[config.mk]
export PLATFORM = sky130hd
export DESIGN_NAME = activation_unit
export DESIGN_NICKNAME = d
export VERILOG_FILES = /design/src/rtl/activation_unit_pkg.sv /design/src/rtl/activation_lane.sv /design/src/rtl/activation_unit.sv
export SDC_FILE = /design/constraint.sdc
export NUM_CORES = 1
export LEC_CHECK = 0
export CAP_MARGIN = 20
export CORE_MARGIN = 3
export CORE_UTILIZATION = 59
export CTS_CLUSTER_DIAMETER = 40
export DETAILED_ROUTE_END_ITERATION = 8
export PLACE_DENSITY = 0.84
export SKIP_CTS_REPAIR_TIMING = 1
export SLEW_MARGIN = 40
export SYNTH_ARGS = -nofsm -noshare
export SYNTH_HDL_FRONTEND = slang
export SYNTH_SLANG_ARGS = --single-unit
[constraint.sdc]
create_clock -name clock -period 10.6 [get_ports clock]
set_input_delay 2.12 -clock clock [delete_from_list [all_inputs] [get_ports clock]]
set_output_delay 2.12 -clock clock [all_outputs]
set_load 0.1 [all_outputs]
[src/rtl/activation_unit_pkg.sv]
// Shared definitions for the activation stage: mode encodings and default lane width.
package activation_unit_pkg;

  localparam int unsigned DEFAULT_DATA_W = 16;
  localparam int unsigned MODE_W         = 2;

  // Activation select carried alongside each beat
  typedef enum logic [MODE_W-1:0] {
    ACT_RELU   = 2'd0,
    ACT_LEAKY  = 2'd1,
    ACT_CLIP   = 2'd2,
    ACT_BYPASS = 2'd3
  } act_mode_e;

  // Width needed to hold a count in 0..n
  function automatic int unsigned count_width(input int unsigned n);
    int unsigned w;
    w = 1;
    while ((32'd1 << w) <= n) w++;
    return w;
  endfunction

endpackage

[src/rtl/activation_lane.sv]
// Single-lane activation function, purely combinational.
// Ports:
//   i_x          signed lane value (two's complement)
//   i_mode       activation select
//   i_clip_max   clipped-ReLU ceiling, interpreted as non-negative
//   o_y_c        activated lane value
//   o_is_zero_c  high when o_y_c is zero
module activation_lane
  import activation_unit_pkg::*;
#(
  parameter int unsigned DATA_W     = DEFAULT_DATA_W,
  parameter int unsigned LEAK_SHIFT = 3
) (
  input  logic [DATA_W-1:0] i_x,
  input  act_mode_e         i_mode,
  input  logic [DATA_W-1:0] i_clip_max,
  output logic [DATA_W-1:0] o_y_c,
  output logic              o_is_zero_c
);

  logic              w_neg;
  logic [DATA_W-1:0] w_leak;
  logic              w_above_clip;

  assign w_neg  = i_x[DATA_W-1];

  // Arithmetic shift rounds toward -inf, so small negatives settle at -1
  assign w_leak = DATA_W'($signed(i_x) >>> LEAK_SHIFT);

  // One extra bit so a ceiling with its MSB set still reads as a large positive
  assign w_above_clip = $signed({i_x[DATA_W-1], i_x}) > $signed({1'b0, i_clip_max});

  // Lane function select
  always_comb begin
    o_y_c = i_x;
    case (i_mode)
      ACT_RELU: begin
        if (w_neg) o_y_c = '0;
      end
      ACT_LEAKY: begin
        if (w_neg) o_y_c = w_leak;
      end
      ACT_CLIP: begin
        if (w_neg)             o_y_c = '0;
        else if (w_above_clip) o_y_c = i_clip_max;
      end
      ACT_BYPASS: begin
        o_y_c = i_x;
      end
    endcase
  end

  assign o_is_zero_c = (o_y_c == '0);

endmodule

[src/rtl/activation_unit.sv]
// Multi-channel activation stage: 2-stage valid/ready pipeline applying
// ReLU / leaky / clipped / bypass per lane, plus a saturating count of
// zero-valued lanes delivered downstream.
// Ports:
//   clock, reset      rising-edge clock, asynchronous active-low reset
//   mode, clip_max    activation controls, captured with each accepted beat
//   in_valid/in_ready input handshake (in_ready is combinational from out_ready)
//   in_data           CHANNELS lanes, lane i at [i*DATA_W +: DATA_W]
//   out_valid/out_ready output handshake
//   out_data          activated lanes, same packing
//   clear_stats       synchronous clear of zero_count
//   zero_count        saturating count of zero lanes delivered
module activation_unit
  import activation_unit_pkg::*;
#(
  parameter int unsigned DATA_W     = DEFAULT_DATA_W,
  parameter int unsigned CHANNELS   = 4,
  parameter int unsigned LEAK_SHIFT = 3,
  parameter int unsigned CNT_W      = 16
) (
  input  logic                         clock,
  input  logic                         reset,
  input  logic [MODE_W-1:0]            mode,
  input  logic [DATA_W-1:0]            clip_max,
  input  logic                         in_valid,
  output logic                         in_ready,
  input  logic [CHANNELS*DATA_W-1:0]   in_data,
  output logic                         out_valid,
  input  logic                         out_ready,
  output logic [CHANNELS*DATA_W-1:0]   out_data,
  input  logic                         clear_stats,
  output logic [CNT_W-1:0]             zero_count
);

  localparam int unsigned BUS_W = CHANNELS * DATA_W;
  localparam int unsigned ZW    = count_width(CHANNELS);

  // Stage 1: captured input beat
  logic              r_s1_valid;
  logic [BUS_W-1:0]  r_s1_data;
  act_mode_e         r_s1_mode;
  logic [DATA_W-1:0] r_s1_clip;

  // Stage 2: activated beat and its zero-lane tally
  logic              r_s2_valid;
  logic [BUS_W-1:0]  r_s2_data;
  logic [ZW-1:0]     r_s2_zeros;

  logic [CNT_W-1:0]  r_zero_count;

  logic              w_s1_adv;
  logic              w_s2_adv;
  logic              w_out_hs;
  logic [BUS_W-1:0]  w_act_data;
  logic [CHANNELS-1:0] w_lane_zero;
  logic [ZW-1:0]     w_s1_zeros;
  logic [ZW-1:0]     w_inc;
  logic [CNT_W:0]    w_cnt_sum;
  logic [CNT_W-1:0]  w_cnt_next;

  // Backpressure chain; no skid buffer so in_ready follows out_ready directly
  assign w_s2_adv = !r_s2_valid || out_ready;
  assign w_s1_adv = !r_s1_valid || w_s2_adv;
  assign w_out_hs = r_s2_valid && out_ready;

  assign in_ready   = w_s1_adv;
  assign out_valid  = r_s2_valid;
  assign out_data   = r_s2_data;
  assign zero_count = r_zero_count;

  // One activation lane per channel
  for (genvar g = 0; g < CHANNELS; g++) begin : g_lane
    activation_lane #(
      .DATA_W     (DATA_W),
      .LEAK_SHIFT (LEAK_SHIFT)
    ) u_lane (
      .i_x         (r_s1_data[g*DATA_W +: DATA_W]),
      .i_mode      (r_s1_mode),
      .i_clip_max  (r_s1_clip),
      .o_y_c       (w_act_data[g*DATA_W +: DATA_W]),
      .o_is_zero_c (w_lane_zero[g])
    );
  end

  // Count zero lanes of the beat about to enter stage 2
  always_comb begin
    w_s1_zeros = '0;
    for (int i = 0; i < int'(CHANNELS); i++) begin
      w_s1_zeros = w_s1_zeros + ZW'(w_lane_zero[i]);
    end
  end

  // Stage 1 register: loads only on an input handshake, otherwise holds
  always_ff @(posedge clock or negedge reset) begin
    if (!reset) begin
      r_s1_valid <= 1'b0;
      r_s1_data  <= '0;
      r_s1_mode  <= ACT_RELU;
      r_s1_clip  <= '0;
    end else if (w_s1_adv) begin
      r_s1_valid <= in_valid;
      if (in_valid) begin
        r_s1_data <= in_data;
        r_s1_mode <= act_mode_e'(mode);
        r_s1_clip <= clip_max;
      end
    end
  end

  // Stage 2 register: holds data and valid while downstream stalls
  always_ff @(posedge clock or negedge reset) begin
    if (!reset) begin
      r_s2_valid <= 1'b0;
      r_s2_data  <= '0;
      r_s2_zeros <= '0;
    end else if (w_s2_adv) begin
      r_s2_valid <= r_s1_valid;
      if (r_s1_valid) begin
        r_s2_data  <= w_act_data;
        r_s2_zeros <= w_s1_zeros;
      end
    end
  end

  // Saturating zero counter; clear keeps the concurrent beat's contribution
  assign w_inc     = w_out_hs ? r_s2_zeros : '0;
  assign w_cnt_sum = {1'b0, r_zero_count} + (CNT_W+1)'(w_inc);

  always_comb begin
    w_cnt_next = w_cnt_sum[CNT_W-1:0];
    if (w_cnt_sum[CNT_W]) w_cnt_next = '1;
    if (clear_stats)      w_cnt_next = CNT_W'(w_inc);
  end

  always_ff @(posedge clock or negedge reset) begin
    if (!reset) r_zero_count <= '0;
    else        r_zero_count <= w_cnt_next;
  end

endmodule

==> results of run 1 <==
==> cells by family (layout without fill, tap and decap cells) <==
| group | count (synthesis) | after routing | synth area share (%) |
|---|---|---|---|
| DFF | 167 | 167 | 39.92 |
| adders and majority gates | 75 | 75 | 9.107 |
| and+or+nand+nor | 255 | 255 | 12.26 |
| muxes | 117 | 117 | 12.54 |
| xor gates and xnor gates | 11 | 11 | 0.9203 |
| AOI/OAI and AO/OA | 326 | 326 | 21.15 |
| buffers and inverters | 99 | 247 | 4.099 |
==> flip-flops by register name, summed over array words and instances, names as in the netlist <==
register and cells:
out_data 64, r_s1_data 64, r_s1_clip 16, zero_count 16
r_s2_zeros 3, r_s1_mode 2, out_valid 1, r_s1_valid 1
==> per-stage QoR <==
stage	power (mW)	area, µm²	worst slack (ns)
6_report	2.932	12440	5.077
5_1_grt	3.058	12440	5.044
4_1_cts	2.916	12420	5.082
3_5_place_dp	2.275	11830	5.083
3_3_place_gp	2.329	12220	4.485
2_1_floorplan	1.960	10470	5.533
==> worst register-to-register path, cell delays in order (launching register included) <==
cell and delay (ns):
dfrtp_1 0.59, inv_1 0.29, ha_1 0.36, nand4_1 0.16, or4_1 0.72, a21boi_2 0.31
a22oi_1 0.41, o31ai_2 0.16, nor4_2 0.28, nand4_1 0.10, or4_1 0.49, fa_1 0.54
inv_1 0.05, ha_1 0.19, ha_1 0.26, mux2_2 0.26
==> cell usage in the layout (no fill, tap or decap), drive strengths merged, types with 32 or more instances in the layout <==
cell type	n
clkdlybuf4s50	85
buf	86
a21oi	59
inv	45
ha	73
o21ai	89
nor2	47
dfrtp	167
nand2	82
nand3	32
a22o	35
mux2	113
a22oi	32
==> worst paths after layout <==
check                      slack [ns]       endpoint  cells past startpoint         start
min reg2reg                      0.48    out_data[3]                      1   out_data[3]
min                              0.48    out_data[3]                      1   out_data[3]
min in group asynchronous        1.73  r_s1_data[41]                      1         reset
max reg2reg                      5.32  r_s2_zeros[1]                     15  r_s1_clip[9]
max                              5.08       in_ready                      3     out_ready
max in group asynchronous        7.72  r_s1_data[14]                      2         reset
==> power by group through the flow <==
stage / Sequential, mW / Combinational (mW) / Clock [mW]
after floorplan: 1.45 / 0.509 / 0
after global placement: 0.913 / 1.42 / 0
after detailed placement: 0.913 / 1.36 / 0
after CTS: 0.902 / 1.37 / 0.645
after global routing: 0.923 / 1.46 / 0.675
final: 0.910 / 1.38 / 0.642
==> final cells by class <==
| type | instances | area share [%] |
|---|---|---|
| clock inverters | 12 | 1.217 |
| clock buffers | 19 | 3.560 |
| multi-input cells | 784 | 47.50 |
| well taps | 225 | 2.263 |
| flip-flops and latches | 167 | 33.61 |
| inverters | 44 | 1.328 |
| repair buffers | 172 | 10.52 |
==> routing by layer <==
metal  share of wire (%)  wire (µm)
met1                  42      13010
met2                  46      14320
met3                 8.2       2521
met4                 3.1        965
met5                   0          0
==> out/metrics.cfg, run 1 <==
[status]
status = complete, no violations

[sta]
max_freq_ghz = 0.1811
fin_skew_ns = 0.008809
final_hold_viol_count = 0
fin_crit_sh_pct = 52.10
fin_tns_setup_ns = 0
finalSetupViolations = 0
slew_headroom_pct = 47.57
rsz0062_at_grt = false
period_needed_ns = 5.523
slew_viol_final = 0
tightest_slew_ns = 0.7864
fin_hold_ws_ns = 0.4784

[place]
place_congestion = 0.9957
dp_cells = 1392
dp_hpwl_mm = 21.45
portBuffers = 168

[power_and_ir_drop]
p_per_area_nw_per_um2 = 235.7
irDropWorstVdd_uv = 183.1
power_frac_comb_pct = 47.1
p_clk_share_pct = 21.9
intPower_mw = 1.495
switchingPower_mw = 1.437
p_leak_nw = 5.564
seqPwrFrac_pct = 31.0
p_sw_share_pct = 49.02

[worst_setup_path]
cp.required_ns = 8.48
crit_path_max_fanout = 5
cp-start-kind = input pin
crit_buf_inv = 2
cp.arrival_ns = 3.40
critPathKind = in -> out
critical-path-top-delay-family = buffers and inverters
end_kind = output port
crit_path_cell_trace = clkdlybuf4s50_1, nand3b_1, buf_2
cpMaxStageDelayCell = clkdlybuf4s50_1
max_stage_delay_ns = 0.52

[clock_tree]
cts_made_buffers = 17
cts_root_buf = clkbuf_16
cts_sinks = 167
htreeDepth = 4
insertion_delay_ns = 0.43
path_clk_slew_ns = 0.06
cts_tree = built
clock_path_buffers = 2

[final_layout]
ff_latch_area_um2 = 4182
num-fill-cells = 1326
layout.nets = 1348
fin_cells = 1423
fin_util_pct = 71.68
layout-drive-gt1-share_pct = 21.62
multi_input_area_um2 = 5909
n_antenna_cell = 0
area_growth_pct = 18.84

[yosys]
ys_types = 80
synth.most_common_cell = dfrtp_1
synth_top_area_share_pct = 39.92
synth_edf_count = 0
ys_seq_elements = 167
syn_area_um2 = 10470
synth_flop_cell = dfrtp_1
ys_top_cells_by_area = dfrtp_1 (40%), mux2_2 (12%), ha_1 (8.7%)
syn_nets = 1212
synth_area_leader_cell = dfrtp_1
yosysSeqAreaShare_pct = 39.92
yosysWarnings = 0
synth_common_cells = dfrtp_1 (167), mux2_2 (113), o21ai_0 (86)
synthCells = 1050
syn_avg_cell_area_um2 = 9.970
async_reset_ff_share_pct = 100.0

[drt]
drc = 0
first_pass_iters = 6
via_per_inst = 6.638
wire_per_inst_um = 21.66
vias = 9446
drt-total-wl_mm = 30.82
drt_iter0_markers = 1070
ant_nets = 0

[floorplanning]
die_w_um = 139.2
start_util_pct = 60.32
row_count = 48
dieArea_um2 = 19380
core-area_um2 = 17360
die_height_um = 139.2
io_pins = 169

[global_route]
antenna_found_initial = 0
grt_pass1_wl_mm = 48.82
grt_use_met2_pct = 49.22
gr-usage-met3_pct = 6.931
grt.overflow.total = 0
grt_start_max_net_pins = 108
grt_use_met1_pct = 43.63
grt_pass1_vias = 8869
track_usage_pct = 31.38
grt_most_used_layer = met2

[hold_path]
hold_class = reg -> reg

[run]
drv_cap = 0

Note: power is estimated with default switching activity, not from simulation.
==> run 2, diff against run 1 <==
- CORE_UTILIZATION: 59 -> 55
- PLACE_DENSITY: 0.84 -> 0.79
- clock period: 10.6 -> 5.75 ns (I/O delays scaled with it)
==> run 2 against run 1 <==
  * The flow now finishes with violations (DRC)
  * Critical path depth is 12 higher
  * Clock skew is 0.0011 ns higher
  * First-iteration DRC count grew 1.4%
  * Total power up 86%
  * Largest power group unchanged
  * Utilization fell by 3.2 points
  * Die area increased by 7.0%
  * Routed wire length grew 2.5%
  * Cell area is 0.89% higher
  * Flip-flop and latch count stayed put
==> out/metrics.cfg, run 2 (synthesis gave the netlist of run 1 again) <==
[sta]
fin_skew_ns = 0.009928  ; +0.001119 ns
finalWorstSetupSlack_ns = 0.6151  ; -4.462 ns
tightest_slew_ns = 0.8226  ; +0.03621 ns
rsz0062_at_grt = false
finalSetupViolations = 0  ; unchanged
period_needed_ns = 5.135
fin_hold_ws_ns = 0.4742  ; -0.004244 ns
fin_tns_setup_ns = 0  ; unchanged
max_freq_ghz = 0.1947
slew_viol_final = 0  ; unchanged
final_hold_viol_count = 0  ; unchanged
slew_headroom_pct = 44.46  ; -3.1 points
fin_crit_sh_pct = 89.30

[hold_path]
hold_depth = 2  ; +1
hold_class = reg -> reg
hold_start = out_data[52]

[worst_setup_path]
rrSetupSlack_ns = 0.62  ; -4.70 ns
crit_path_cell_trace = inv_1, ha_1, nand4_1, or4_1, a21boi_2, a22oi_1, o31ai_2, nor4_2, nand4_1, or4_1, fa_1, inv_1, ha_1, ha_1, mux2_2
crit_buf_inv = 2  ; unchanged
cp.depth = 15  ; +12
cp-startpoint = r_s1_clip[3]
cp-start-kind = register
cp.required_ns = 6.07  ; -2.41 ns
setup.worst_path.end = r_s2_zeros[1]
r2r-end = r_s2_zeros[1]
end_kind = register
critPathKind = reg -> reg
reg2reg_from = r_s1_clip[3]
crit_path_max_fanout = 9  ; +4
max_stage_delay_ns = 0.67  ; +0.15 ns
r2r_cells = 15  ; unchanged
cp.arrival_ns = 5.45  ; +2.05 ns
critical-path-top-delay-family = simple AND/OR/NAND/NOR gates
crit_top_cell = ha_1
cpMaxStageDelayCell = or4_1

[run]
drv_cap = 0  ; unchanged

[final_layout]
final_common_cell = dfrtp_1
num-fill-cells = 1475  ; +11%
fin_cells = 1439  ; +1.1%
layout-drive-gt1-share_pct = 22.23  ; +0.61 points
n_antenna_cell = 0  ; unchanged
area_growth_pct = 19.90
final_cell_mix = dfrtp_1 (165), mux2_2 (113), o21ai_0 (86)
layout.nets = 1359  ; +0.82%

[place]
portBuffers = 168  ; unchanged
place_congestion = 1.031  ; +3.5%
dp_cells = 1407  ; +1.1%
pre_cts_ws_ns = 0.5085  ; -4.574 ns
dp_hpwl_mm = 22.84  ; +6.5%

[drt]
drc = 1  ; +1
highest_layer = met4
drt_iter0_markers = 1085  ; +1.4%
via_per_inst = 6.544  ; -1.4%
ant_nets = 0  ; unchanged
vias = 9417  ; -0.31%
drt-total-wl_mm = 31.61  ; +2.5%
wl_met2_mm = 14.62  ; +2.0%
first_pass_iters = 9  ; +3
wl_met3_mm = 2.960  ; +17%
wire_per_inst_um = 21.96  ; +1.4%
wl_met1_mm = 12.94  ; -0.51%

[global_route]
grt_pass1_vias = 9184  ; +3.6%
grt_pass1_wl_mm = 49.73  ; +1.9%
grt.overflow.total = 0  ; unchanged
track_usage_pct = 30.74  ; -0.64 points
antenna_found_initial = 0  ; unchanged
grt_start_max_net_pins = 108  ; unchanged

[clock_tree]
htreeDepth = 4  ; unchanged
cts_tree = built
insertion_delay_ns = 0.44  ; about the same
clock_path_buffers = 2  ; unchanged
cts_root_buf = clkbuf_16
path_clk_slew_ns = 0.07  ; about the same
cts_made_buffers = 17  ; unchanged
cts_sinks = 167  ; unchanged

[status]
violations = DRC
status = complete, but fails checks

[floorplanning]
start_util_pct = 57.11  ; -3.2 points
core-area_um2 = 18330  ; +5.6%
dieArea_um2 = 20730  ; +7.0%
die_height_um = 144.0  ; +3.4%
die_w_um = 144.0  ; +3.4%
io_pins = 169  ; unchanged
row_count = 49  ; +2.1%

[power_and_ir_drop]
total_power_mw = 5.462  ; +86%
p_per_area_nw_per_um2 = 435.1  ; +85%
irDropWorstVdd_uv = 259.8  ; +42%
p_leak_nw = 5.626  ; +1.1%

-- run 2: changes by cell type in the layout (fill, tap and decap cells not counted), sizes merged --
cell,previous run,this run
clkinv,6,1
clkinvlp,2,4
inv,45,48
buf,86,98
-- run 2: how the worst min path moves through the flow --
stage,endpoint,slack (ns)
CTS,out_data[52],0.48
floorplan,out_valid,0.46
global placement,out_data[60],0.47
finish,out_data[52],0.47
global route,out_data[60],0.50
detailed placement,out_data[52],0.47
-- run 2: cell type report --
class	count	area, µm²	area share (%)
clock buffers	20	466.7	3.718
clock inverters	12	163.9	1.306
inverters	44	165.2	1.316
multi-input cells	784	5891	46.93
flip-flops and latches	167	4182	33.31
well taps	229	286.5	2.283
repair buffers	183	1398	11.13
-- run 2: metrics by stage --
step	utilization, %	instance area, µm²
5_1_grt	68.47	12550
3_3_place_gp	67.19	12320
3_5_place_dp	65.03	11920
4_1_cts	68.47	12550
6_report	68.47	12550
2_1_floorplan	-	10470
-- run 2: power breakdown --
| group | total [mW] | internal, mW | switching [mW] |
|---|---|---|---|
| Sequential | 1.68 | 1.41 | 0.271 |
| Combinational | 2.56 | 0.667 | 1.89 |
| Clock | 1.22 | 0.724 | 0.499 |
| Total | 5.46 | 2.80 | 2.66 |
-- run 2: layer usage --
| metal | vias up | GRT usage (%) |
|---|---|---|
| met2 | 525 | 48.24 |
| met5 | - | 0 |
| met4 | 0 | 11.60 |
| met3 | 101 | 7.754 |
| met1 | 4529 | 41.26 |
| li1 | 4262 | - |
-- run 2: worst register-to-register path, delay by kind of cell (launching register included) --
| family | cells | cell delay, ns |
|---|---|---|
| buffers and inverters | 2 | 0.34 |
| DFF | 1 | 0.59 |
| muxes | 1 | 0.25 |
| AOI/OAI and AO/OA | 3 | 0.78 |
| and+or+nand+nor | 5 | 1.71 |
| adders and majority gates | 4 | 1.34 |
==> run 3, diff against run 2 <==
- CORE_MARGIN: 3 -> default
==> run 3 against run 2 <==
  * The flow now finishes without violations
  * Die area fell by 5.5%
  * Clock power about the same
  * Non-clock buffer count rose by 2
  * Global-route usage is 2.3 points higher
  * Worst hold slack worse by 0.0030 ns
  * First-iteration DRC count down 4.7%
  * Clock skew is essentially flat
  * Via count increased by 0.51%
  * Combinational power barely moved
  * Flip-flop and latch count unchanged
==> out/metrics.cfg, run 3 (synthesis gave the netlist of run 1 again) <==
[status]
status = complete, no violations

[sta]
fin_tns_setup_ns = 0  ; unchanged
rsz0062_at_grt = false
slew_viol_final = 0  ; unchanged
tightest_slew_ns = 0.8474  ; +0.02479 ns
fin_crit_sh_pct = 90.46  ; +1.2 points
fin_skew_ns = 0.009645  ; -0.0002829 ns
finalSetupViolations = 0  ; unchanged
finalWorstSetupSlack_ns = 0.5488  ; -0.06632 ns
fin_hold_ws_ns = 0.4711  ; -0.003037 ns
final_hold_viol_count = 0  ; unchanged
max_freq_ghz = 0.1923  ; -1.3%
period_needed_ns = 5.201  ; +0.06632 ns
slew_headroom_pct = 43.51  ; -0.96 points

[final_layout]
n_antenna_cell = 0  ; unchanged
final_common_cell = dfrtp_1
layout-drive-gt1-share_pct = 22.19  ; -0.037 points
layout.nets = 1361  ; +0.15%
final_cell_mix = dfrtp_1 (165), mux2_2 (113), o21ai_0 (86)
area_growth_pct = 20.02
fin_util_pct = 67.17  ; -1.3 points
fin_cells = 1446  ; +0.49%
fin_area_um2 = 12560  ; +0.10%

[floorplanning]
die_w_um = 140.0  ; -2.8%
start_util_pct = 55.97  ; -1.1 points
io_pins = 169  ; unchanged
row_count = 50  ; +2.0%
core-area_um2 = 18710  ; +2.0%
die_height_um = 140.0  ; -2.8%
dieArea_um2 = 19590  ; -5.5%

[worst_setup_path]
cp-start-kind = register
critPathKind = reg -> reg
end_kind = register
crit_path_max_fanout = 9  ; unchanged
cp.required_ns = 6.07  ; about the same
cp.arrival_ns = 5.52  ; +0.07 ns

[place]
place_congestion = 1.009  ; -2.1%
dpl_cell_area_um2 = 11930  ; about the same
pre_cts_ws_ns = 0.5594  ; +0.05084 ns
portBuffers = 168  ; unchanged
dp_hpwl_mm = 22.35  ; -2.2%
dp_cells = 1413  ; +0.43%

[global_route]
grt_start_max_net_pins = 91  ; -16%
grt.overflow.total = 0  ; unchanged
grt_pass1_wl_mm = 50.07  ; +0.68%
antenna_found_initial = 0  ; unchanged
track_usage_pct = 33.03  ; +2.3 points
grt_pass1_vias = 8878  ; -3.3%

[drt]
first_pass_iters = 7  ; -2
wire_per_inst_um = 21.65  ; -1.4%
drc = 0  ; -1
via_per_inst = 6.546  ; about the same
drt-total-wl_mm = 31.30  ; -0.96%
vias = 9465  ; +0.51%
drt_iter0_markers = 1034  ; -4.7%
ant_nets = 0  ; unchanged

[power_and_ir_drop]
p_leak_nw = 5.629  ; about the same
irDropWorstVdd_uv = 321.9  ; +24%
p_per_area_nw_per_um2 = 432.9  ; -0.52%
total_power_mw = 5.439  ; -0.42%

[clock_tree]
cts_made_buffers = 17  ; unchanged
path_clk_slew_ns = 0.07  ; about the same
insertion_delay_ns = 0.44  ; about the same
clock_path_buffers = 2  ; unchanged
cts_root_buf = clkbuf_16
cts_tree = built
cts_sinks = 167  ; unchanged
htreeDepth = 4  ; unchanged

[hold_path]
hold_class = reg -> reg

[run]
drv_cap = 0  ; unchanged

## run 3: changes by cell type in the layout (fill, tap and decap cells not counted), sizes merged
cell    change
clkinv      +1
clkbuf      -1
buf         +2
## run 3: worst max-delay path, cell delays in order, from the launching register on
cell and delay, ns:
dfrtp_1 0.56, inv_1 0.29, ha_1 0.36, nand4_1 0.13
or4_1 0.69, a21boi_2 0.30, a22oi_1 0.38, o31ai_2 0.13
nor4_2 0.30, nand4_1 0.10, or4_1 0.50, fa_1 0.54
inv_1 0.06, ha_1 0.20, ha_1 0.27, mux2_2 0.26
## run 3: where the power goes
part | switching [mW] | internal, mW
clock network | 0.507 | 0.689
registers | 0.278 | 1.41
logic | 1.89 | 0.671
## run 3: final timing paths
kind | from | end | slack, ns | cells after the start
setup / recovery | r_s1_clip[5] | r_s2_zeros[1] | 0.55 | 15
hold / removal | out_data[40] | out_data[40] | 0.47 | 2
setup reg to reg | r_s1_clip[5] | r_s2_zeros[1] | 0.55 | 15
hold reg to reg | out_data[40] | out_data[40] | 0.47 | 2
max in group asynchronous | reset | r_s1_mode[1] | 4.43 | 2
min in group asynchronous | reset | r_s1_data[41] | 0.55 | 1
## run 3: layout make-up
cell class | instances | area, µm²
fill | 1491 | 6141
inverter | 44 | 165.2
clock inverter | 13 | 168.9
tap | 234 | 292.8
clock buffer | 19 | 432.9
timing repair buffer | 185 | 1433
multi-input combinational | 784 | 5891
sequential | 167 | 4182
## run 3: layer usage
layer / wire length [µm] / track usage (%) / vias up
met1: 13130 / 45.65 / 4573
met3: 2629 / 6.940 / 96
met4: 1227 / 12.96 / 0
met5: 0 / 0 / -
met2: 14320 / 50.89 / 523
li1: - / - / 4273
